==> config.mk <==
export PLATFORM = sky130hd
export DESIGN_NAME = alu_op_sequencer
export DESIGN_NICKNAME = d
export VERILOG_FILES = /design/src/rtl/alu_op_sequencer.sv
export SDC_FILE = /design/constraint.sdc
export NUM_CORES = 1
export LEC_CHECK = 0
export CORE_MARGIN = 2
export CORE_UTILIZATION = 50
export DETAILED_ROUTE_END_ITERATION = 7
export GPL_ROUTABILITY_DRIVEN = 0
export PLACE_DENSITY_LB_ADDON = 0.1
export SLEW_MARGIN = 20
export SYNTH_ARGS = -nofsm -noshare
export SYNTH_HDL_FRONTEND = slang
export SYNTH_SLANG_ARGS = --single-unit
export TNS_END_PERCENT = 100
==> constraint.sdc <==
create_clock -name clk -period 9.1 [get_ports clk]
set_clock_uncertainty 0.15 [all_clocks]
set_input_delay 0.91 -clock clk [delete_from_list [all_inputs] [get_ports clk]]
set_output_delay 0.91 -clock clk [all_outputs]
set_load 0.02 [all_outputs]
==> src/rtl/alu_op_sequencer.sv <==
`timescale 1ns/1ps
// alu_op_sequencer: issues one register-file instruction at a time to an
// external registered ALU, writes the result back and reports it.
// Every instruction takes IDLE -> ISSUE -> WB -> IDLE. Operands are
// captured when the instruction is accepted. The result is written
// back, and the result strobe raised, on the edge that ends WB.
module alu_op_sequencer #(
  parameter bit WIDE_MUL = 1'b1
) (
  input  logic        clk,
  input  logic        rst,
  input  logic        in_valid,
  output logic        in_ready,
  input  logic [3:0]  in_op,
  input  logic [2:0]  in_rd,
  input  logic [2:0]  in_rs1,
  input  logic [2:0]  in_rs2,
  input  logic        ld_valid,
  input  logic [2:0]  ld_addr,
  input  logic [7:0]  ld_data,
  output logic [3:0]  alu_sel,
  output logic [7:0]  alu_a,
  output logic [7:0]  alu_b,
  input  logic [15:0] alu_z,
  output logic        res_valid,
  output logic [15:0] res_data,
  output logic [2:0]  res_rd,
  output logic        div_err,
  output logic        busy,
  input  logic [2:0]  dbg_addr,
  output logic [7:0]  dbg_data
);

  localparam logic [3:0] OP_MUL = 4'h2;
  localparam logic [3:0] OP_DIV = 4'h3;

  typedef enum logic [1:0] {
    IDLE  = 2'd0,
    ISSUE = 2'd1,
    WB    = 2'd2
  } state_t;

  state_t      state;
  state_t      state_nxt;
  logic [7:0]  regs [8];
  logic [2:0]  rd_q;
  logic [2:0]  rd_hi;
  logic        accept;
  logic        load;
  logic        div_zero;
  logic        wide_wr;

  assign accept   = in_valid && in_ready;
  assign load     = (state == IDLE) && ld_valid;
  assign div_zero = (alu_sel == OP_DIV) && (alu_b == 8'h00);
  assign rd_hi    = rd_q + 3'd1;
  // The high product byte goes to rd+1. With rd==7 it is dropped rather than wrapped to r0.
  assign wide_wr  = WIDE_MUL && (alu_sel == OP_MUL) && (rd_q != 3'd7);
  assign dbg_data = regs[dbg_addr];

  // State register.
  // NOTE: sequential state uses non-blocking assignments only, so every
  // flop samples the values from before the edge, whatever the block order.
  always_ff @(posedge clk) begin
    if (rst) state <= IDLE;
    else     state <= state_nxt;
  end

  // Next-state logic, handshake and busy decode.
  // NOTE: every output gets a default first, so no path leaves one unassigned and no latch is inferred.
  always_comb begin
    state_nxt = state;
    in_ready  = 1'b0;
    busy      = 1'b0;
    case (state)
      IDLE: begin
        // A preload wins over an instruction. Nothing is accepted while reset is asserted.
        in_ready = !ld_valid && !rst;
        if (in_valid && !ld_valid && !rst) state_nxt = ISSUE;
      end
      ISSUE: begin
        busy      = 1'b1;
        state_nxt = WB;
      end
      WB: begin
        busy      = 1'b1;
        state_nxt = IDLE;
      end
      default: state_nxt = IDLE;
    endcase
  end

  // Latch op, rd and operand values on acceptance. They drive the ALU until the next acceptance.
  always_ff @(posedge clk) begin
    if (rst) begin
      alu_sel <= 4'h0;
      alu_a   <= 8'h00;
      alu_b   <= 8'h00;
      rd_q    <= 3'd0;
    end else if (accept) begin
      alu_sel <= in_op;
      alu_a   <= regs[in_rs1];
      alu_b   <= regs[in_rs2];
      rd_q    <= in_rd;
    end
  end

  // Register file. A preload in IDLE writes it, and so does writeback at the end of WB.
  // NOTE: the register array is reset explicitly, because every register must read 0 after reset.
  always_ff @(posedge clk) begin
    if (rst) begin
      for (int i = 0; i < 8; i++) regs[i] <= 8'h00;
    end else if (load) begin
      regs[ld_addr] <= ld_data;
    end else if (state == WB && !div_zero) begin
      regs[rd_q] <= alu_z[7:0];
      if (wide_wr) regs[rd_hi] <= alu_z[15:8];
    end
  end

  // Result reporting. This is a one-cycle strobe after WB. res_data and res_rd hold between results.
  always_ff @(posedge clk) begin
    if (rst) begin
      res_valid <= 1'b0;
      div_err   <= 1'b0;
      res_data  <= 16'h0000;
      res_rd    <= 3'd0;
    end else begin
      res_valid <= 1'b0;
      div_err   <= 1'b0;
      if (state == WB) begin
        if (div_zero) begin
          div_err <= 1'b1;
        end else begin
          res_valid <= 1'b1;
          res_data  <= alu_z;
          res_rd    <= rd_q;
        end
      end
    end
  end

endmodule

**Yosys cells after proc, flatten, opt, wreduce, memory -nomap -nowiden**

Memories as Yosys holds them, arrays and structs flattened. A register that Yosys moved wholly into a read port is not among the register bits.
Cells that the tools add are included.

- Multiplexer cells: 29
- Reductions and logical operators: 19
- Add/subtract/negate cells: 1
- Equal/unequal tests: 6
- Bitwise operators: 2

Operators with widths:

| cell | count |
|---|---|
| $mux W8 | 3 |
| $reduce_or A8 Y1 | 3 |
| $mux W1 | 21 |
| $mux W3 | 3 |
| $eq A4 B2 Y1 const B | 2 |
| $logic_and A1 B1 Y1 | 8 |
| $logic_not A8 Y1 | 1 |
| $pmux W2 S2 | 1 |
| $reduce_or A2 Y1 | 2 |
| $add A3 B1 Y3 const B | 1 |
| $logic_not A1 Y1 | 3 |
| $ne A3 B3 Y1 const B | 1 |
| $eq A2 B1 Y1 const B | 1 |
| $eq A2 B2 Y1 const B | 1 |
| $logic_not A2 Y1 | 1 |
| $mux W2 | 1 |
| $ne A2 B1 Y1 const B | 1 |
| $not A1 Y1 | 2 |
| $reduce_and A2 Y1 | 1 |

- Bits in writable memories: 64
- Memories kept: 1
- Output and inout port bits: 51
- Flip-flop bits (word level): 30

Memories:

| memory | depth | bits a word | read ports | clocked after Yosys merged registers in | write ports | line | text |
|---|---|---|---|---|---|---|---|
| regs | 8 | 8 | 3 | 2 | 8 | 45 | `logic [7:0] regs [8];` |

**Logic depth before layout (Yosys ltp)**

Gate-level depths: netlist (run 1).

- Depth after elaboration: 10
- Gate-level depth with buffers: 9
- Depth with buffers taken out: 7

**Least setup slack after synthesis (run 1)**

Ideal clock, no wire load.

- Kind: input-to-output
- Start: in dbg_addr[0]
- End: out dbg_data[0]
- Data arrival time: 2,712 ps
- Cell stages on the path: 4
- Setup slack: 5,328 ps
- Buffers on the path: 2
- Cells stage by stage: clkbuf_1 > buf_1 > mux4_2 > mux2_2

- Longest elaborated chain between the ends: 1

RTL lines:

| what | line | text |
|---|---|---|
| start: declaration | 30 | `input logic [2:0] dbg_addr,` |
| $mem_v2 Z8 W8 | -- |  |
| end: declaration | 31 | `output logic [7:0] dbg_data` |

No other way between the ends.

==> metrics.md, run 1 <==
| Metric | Value |
|---|---|
| Worst-Margin Slew | 1.08 ns |
| RSZ-0062 raised after global routing | false |
| Area Overhead vs Synth | 20.5% |
| Top area cells in the synthesized netlist | edfxtp_1, mux4_2, dfxtp_1 |
| Global-route wire length before repair | 27400 µm |
| Buffers on Ports | 97 |
| Net count, final | slightly above 700 |
| Post-synthesis cell count | 590 |
| DRT Pass-1 Iters | 7 |
| Crit path arrival time | 4.10 ns |
| Min Hold Slack | 0.305 ns |
| Initial Util | 0.510 |
| CP max stage delay | 0.89 ns |
| Final core occ | 0.615 |
| Yosys warnings | 0 |
| Period utilization | 0.469 |
| Overall Global Routing Usage | 0.274 |
| Pin count of the biggest net entering global routing | between 50 and 60 |
| ANT nets after route | 0 |
| Hold crit path type | reg2reg |
| Run status | finished clean |
| DR WL/cell | 21.6 µm |
| Crit-path leading delay family | simple AND/OR/NAND/NOR gates |
| Worst Path Class, Setup | in2reg |
| Post-synth top area share | 0.300 |
| Power per cell area | between 150 and 200 nW/µm² |
| Setup violators final | 0 |
| CTS resizes | 0 |
| DR top layer | met4 |
| CP Capture Type | flip-flop |
| Vias per cell | 6.09 |
| Die Wd | roughly 120 µm |
| Slew margin rel. | 0.279 |
| Leading area contributor after synthesis | edfxtp_1 |
| Yosys reg bits | 110 |
| CP required | 8.93 ns |
| Most used DFF post-synth | edfxtp_1 |
| # diodes | 0 |
| Core ar. | 12600 µm² |
| Die ar. | 13800 µm² |
| CTS root buf | clkbuf_16 |
| Post-synthesis sequential area ratio | 0.443 |
| Syn avg cell area | 10.9 µm² |
| Placed cell count | 817 |
| DIE HEIGHT | 117 µm |
| Pins over their slew limit | 0 |
| Worst vdd rail ir drop | about 110 µV |
| Fmax | 234 MHz |
| Vias in the first global route | about 4800 |
| Cts bufs inserted | 9 |
| I/O pins | 98 |
| # DRC | 0 |
| Initial DRC Count | 639 |
| Critical Path Fanout Max | 56 |
| Site row count | 41 |
| Remaining Overflow, GRT | 0 |
| Netlist cell types | between 40 and 50 |
| Post-route minimum period | approximately 4.3 ns |
| Final Hold Violating Endpoints | 0 |
| Max-Cap Viols | 0 |
| Static leakage | roughly 2.6 nW |
| Slowest cell on crit path | a21oi_4 |
| CTS max path bufs | 2 |
| Initial antenna violation count | 1 |
| Finished Layout Cells | between 800 and 900 |
| Critical path, cell by cell | buf_2 -> a21oi_4 -> nand3_1 -> nor4b_2 -> nor2_1 -> o21ai_1 |
| Via count | around 5100 |
| DP Wirelength | 13500 µm |
| Ys async rst share | 0 |
| Post-CTS setup buffer count | 0 |
| WL final | ~18000 µm |
| Layout cells sized above 1 | 0.169 |
| Htree depth | 3 |
| Worst skew pair latency | 0.35 ns |
| Wire length on met2 | 8360 µm |
| Startpoint Class | input port |
| Mapped Area | 6410 µm² |
| Worst path bufs/invs | 1 |
| Clock Sinks | 110 |
| Pwr Total | 1.24 mW |
| Reg clk slew, reported paths | 0.07 ns |
| Most common cell after layout, fill and taps aside | nand2_1 |
| CTS tree | built |
| DRT met1 WL | between 7000 and 8000 µm |
| Metal3 WL | between 1500 and 2000 µm |
| CTS Hold Buffers Added | 0 |
| Fin Setup TNS | 0 ns |
| Most frequent cells in the layout | nand2_1, clkdlybuf4s50_1, edfxtp_1 |
| Post-synth net total | 643 |
| EDFF count, synth | 64 |
## cell families after synthesis
kind of cell / Yosys count / share of synthesized area
compound gates: 141 / 0.148
fa+ha+maj: 6 / 0.0117
buf+inv: 52 / 0.0367
flops: 110 / 0.443
mux: 81 / 0.222
simple gates: 200 / 0.138
## final timing paths
check / start / end / slack [ns] / cells past startpoint
hold reg to reg: res_data[4]$_SDFFE_PP0N_ / res_data[4]$_SDFFE_PP0N_ / 0.31 / 2
setup / recovery: rst / regs[1][1]$_DFFE_PP_ / 4.83 / 6
hold / removal: res_data[4]$_SDFFE_PP0N_ / res_data[4]$_SDFFE_PP0N_ / 0.31 / 2
setup reg to reg: state[0]$_SDFFE_PP0P_ / regs[1][1]$_DFFE_PP_ / 5.19 / 7
## cell type report
class,count,area [µm²]
Clock buffer,13,293
Tap cell,172,215
Timing Repair Buffer,102,988
Clock inverter,3,13.8
Fill cell,1037,4840
Inverter,5,18.8
Sequential cell,110,2840
Multi-Input combinational cell,428,3360
## flip-flops by register name, summed over array words and instances, names as in the netlist
signal     count
alu_a          8
alu_b          8
alu_sel        4
div_err        1
rd_q           3
regs          64
res_data      16
res_rd         3
res_valid      1
state          2
## synthesized netlist by cell type, types with 2 or more instances
master	instances
mux2i_1	25
a211oi_1	16
ha_1	6
edfxtp_1	64
nand3_1	5
o21ai_1	33
nand4_1	2
a21oi_1	22
mux4_2	48
buf_4	2
nor3_1	4
nor4_2	3
o21ai_0	46
nand2b_1	8
nand2_1	112
and3_1	8
nor4_1	2
inv_1	5
nor2_1	46
dfxtp_1	46
buf_2	7
a21boi_4	7
nor2b_1	3
o21ai_2	8
o21ai_4	2
clkbuf_1	19
buf_1	17
mux2_2	8
## per-stage QoR
| step | worst slack (ns) | cell area [µm²] |
|---|---|---|
| after floorplan | 5.33 | 6410 |
| after global placement | 4.53 | 7440 |
| after detailed placement | 4.47 | 7440 |
| after CTS | 4.47 | 7750 |
| after global routing | 4.68 | 7730 |
| final | 4.83 | 7730 |
## power by group
group / switching, mW / leakage, nW / internal (mW) / total, mW
registers: 0.0250 / 1.04 / 0.555 / 0.580
logic: 0.142 / 1.40 / 0.116 / 0.258
clock network: 0.175 / 0.153 / 0.225 / 0.400
## per-layer routing
metal  global-route usage  up-vias
li1                     -     2323
met1                0.359     2379
met2                0.435      312
met3               0.0695       56
met4                0.122        0
met5                    0        -
## tightest hold or removal path: cells and delay by family, from the launching register on
family / cells / cell delay (ns)
simple gates: 1 / 0.05
compound gates: 1 / 0.05
flops: 1 / 0.31
Note: power is estimated with default switching activity, not from simulation.
==> run 2, diff against run 1 <==
Clock period 9.1 ns to 4.3 ns, I/O delays scaled along.
==> run 2 against run 1 <==
  * Highest routed layer unchanged
  * Largest cell class unchanged
  * Core utilization increased by 0.63 points
  * Non-clock buffer count increased by 11
  * Routed wire length decreased by 0.41%
  * Global-route usage decreased by 0.46 points
  * Critical endpoint is now regs[7][2]$_DFFE_PP_
  * Count of clock-buffer cells in the layout decreased by 1
  * Via count increased by 0.59%
  * Clock power increased by 110%
  * Combinational power increased by 120%
==> metrics.md, run 2 (synthesis results as in run 1) <==
| Metric | Value |
|---|---|
| Initial antenna violation count | 0 (was 1) |
| FF/Latch Area | 2840 µm² (unchanged) |
| Htree depth | 3 (unchanged) |
| Period utilization | 0.833 |
| CTS Hold Buffers Added | 0 (unchanged) |
| ANT nets after route | 0 (unchanged) |
| Max-Cap Viols | 0 (unchanged) |
| # DRC | 0 (unchanged) |
| Core ar. | 12600 µm² (unchanged) |
| Power per cell area | 333 nW/µm² (was 160 nW/µm²) |
| Net count, final | 720 (was 709) |
| Placed Area | 7520 µm² (was 7440 µm²) |
| Max reg flops | 64 (unchanged) |
| Startpoint Class | flip-flop (was input port) |
| Place WS | 0.755 ns (was 4.47 ns) |
| Final Hold Violating Endpoints | 0 (unchanged) |
| Buffers on Ports | 97 (unchanged) |
| CTS tree | built (unchanged) |
| Setup ws final | 0.719 ns (was 4.83 ns) |
| # diodes | 0 (unchanged) |
| Overall Global Routing Usage | 0.270 (was 0.274) |
| Most common cell after layout, fill and taps aside | nand2_1 (unchanged) |
| RSZ-0062 raised after global routing | false (unchanged) |
| Placed cell count | 828 (was 817) |
| Clock Sinks | 110 (unchanged) |
| Multi-input gate area | 3360 µm² (about the same) |
| Run status | finished clean (unchanged) |
| Pins over their slew limit | 0 (unchanged) |
| Filler cells | 1059 (was 1037) |
| Static leakage | 2.63 nW (was 2.59 nW) |
| Die ar. | 13800 µm² (unchanged) |
| Area Overhead vs Synth | 21.7% (was 20.5%) |
| CTS max path bufs | 2 (unchanged) |
| Layout cells sized above 1 | 0.179 (was 0.169) |
| Leading registers by flop count | regs: 64 flops, res_data: 16 flops (unchanged) |
| Site row count | 41 (unchanged) |
| Pin count of the biggest net entering global routing | 40 (was 57) |
| CTS root buf | clkbuf_16 (unchanged) |
| I/O pins | 98 (unchanged) |
| DR WL/cell | 21.2 µm (was 21.6 µm) |
| Via count | 5100 (was 5070) |
| DIE HEIGHT | 117 µm (unchanged) |
| Worst skew pair latency | 0.36 ns (was 0.35 ns) |
| DRT Pass-1 Iters | 6 (was 7) |
| Worst vdd rail ir drop | 160 µV (was 107 µV) |
| Fmax | 279 MHz |
| Vias per cell | 6.04 (was 6.09) |
| Post-route minimum period | 3.58 ns |
| Setup violators final | 0 (unchanged) |
| Hold crit path type | reg2reg (unchanged) |
| Cts bufs inserted | 9 (unchanged) |
| CP Capture Type | flip-flop (unchanged) |
| Global-route wire length before repair | 26800 µm (was 27400 µm) |
| Fin Setup TNS | 0 ns (unchanged) |
| Worst Path Class, Setup | reg2reg (was in2reg) |
| Worst-Margin Slew | 1.09 ns (was 1.08 ns) |
| Initial DRC Count | 533 (was 639) |
| DP Wirelength | 13800 µm (was 13500 µm) |
| WL final | 17900 µm (was 18000 µm) |
| Reg clk slew, reported paths | 0.07 ns (about the same) |
| Initial Util | 0.510 (unchanged) |
| Crit path arrival time | 3.41 ns (was 4.10 ns) |
| Finished Layout Cells | 844 (was 833) |
| Remaining Overflow, GRT | 0 (unchanged) |
| Vias in the first global route | 4778 (was 4842) |
| Slew margin rel. | 0.265 (was 0.279) |
| CTS resizes | 0 (unchanged) |
| Post-CTS setup buffer count | 0 (unchanged) |
| Die Wd | 117 µm (unchanged) |
| Register bank with the most flops | regs (unchanged) |
| Post-route cell area | 7810 µm² (was 7730 µm²) |
| Most frequent cells in the layout | nand2_1, clkdlybuf4s50_1, edfxtp_1 (unchanged) |
| Critical Path Fanout Max | 22 (was 56) |
| CP required | 4.13 ns (was 8.93 ns) |
## run 2: final timing paths
kind,start,to,slack (ns),cells past startpoint
setup reg to reg,alu_b[7]$_SDFFE_PP0P_,regs[7][2]$_DFFE_PP_,0.72,5
hold reg to reg,res_data[4]$_SDFFE_PP0N_,res_data[4]$_SDFFE_PP0N_,0.31,2
hold / removal,res_data[4]$_SDFFE_PP0N_,res_data[4]$_SDFFE_PP0N_,0.31,2
setup / recovery,alu_b[7]$_SDFFE_PP0P_,regs[7][2]$_DFFE_PP_,0.72,5
## run 2: area by class of cell
class / count / share of cell area
multi-input cells: 428 / 0.431
flip-flops and latches: 110 / 0.364
repair buffers: 113 / 0.139
clock buffers: 12 / 0.0303
well taps: 172 / 0.0276
clock inverters: 4 / 0.00593
inverters: 5 / 0.00240
## run 2: routing by layer
| metal | up-vias | wire length (µm) | global-route usage |
|---|---|---|---|
| met3 | 47 | 1490 | 0.0510 |
| met4 | 0 | 602 | 0.110 |
| li1 | 2349 | - | - |
| met1 | 2422 | 7510 | 0.377 |
| met2 | 282 | 8280 | 0.419 |
| met5 | - | 0 | 0 |
## run 2: power by group
group,internal (mW),leakage [nW],total (mW),switching (mW)
clock network,0.451,0.141,0.822,0.371
registers,1.17,1.04,1.22,0.0491
logic,0.252,1.46,0.560,0.307
total,1.88,2.63,2.60,0.727
## run 2: worst max-delay path, cell delays in order, from the launching register on
cell,delay [ns]
dfxtp_1,0.32
or4_4,0.58
o41a_2,0.71
buf_4,0.32
a41oi_2,0.61
o21ai_0,0.50
## run 2: stage by stage
stage	hold slack (ns)	utilization	power (mW)
floorplan	0.310	-	1.59
global placement	0.298	0.599	1.79
detailed placement	0.304	0.599	1.80
CTS	0.317	0.621	2.62
global route	0.335	0.621	2.71
finish	0.309	0.621	2.60
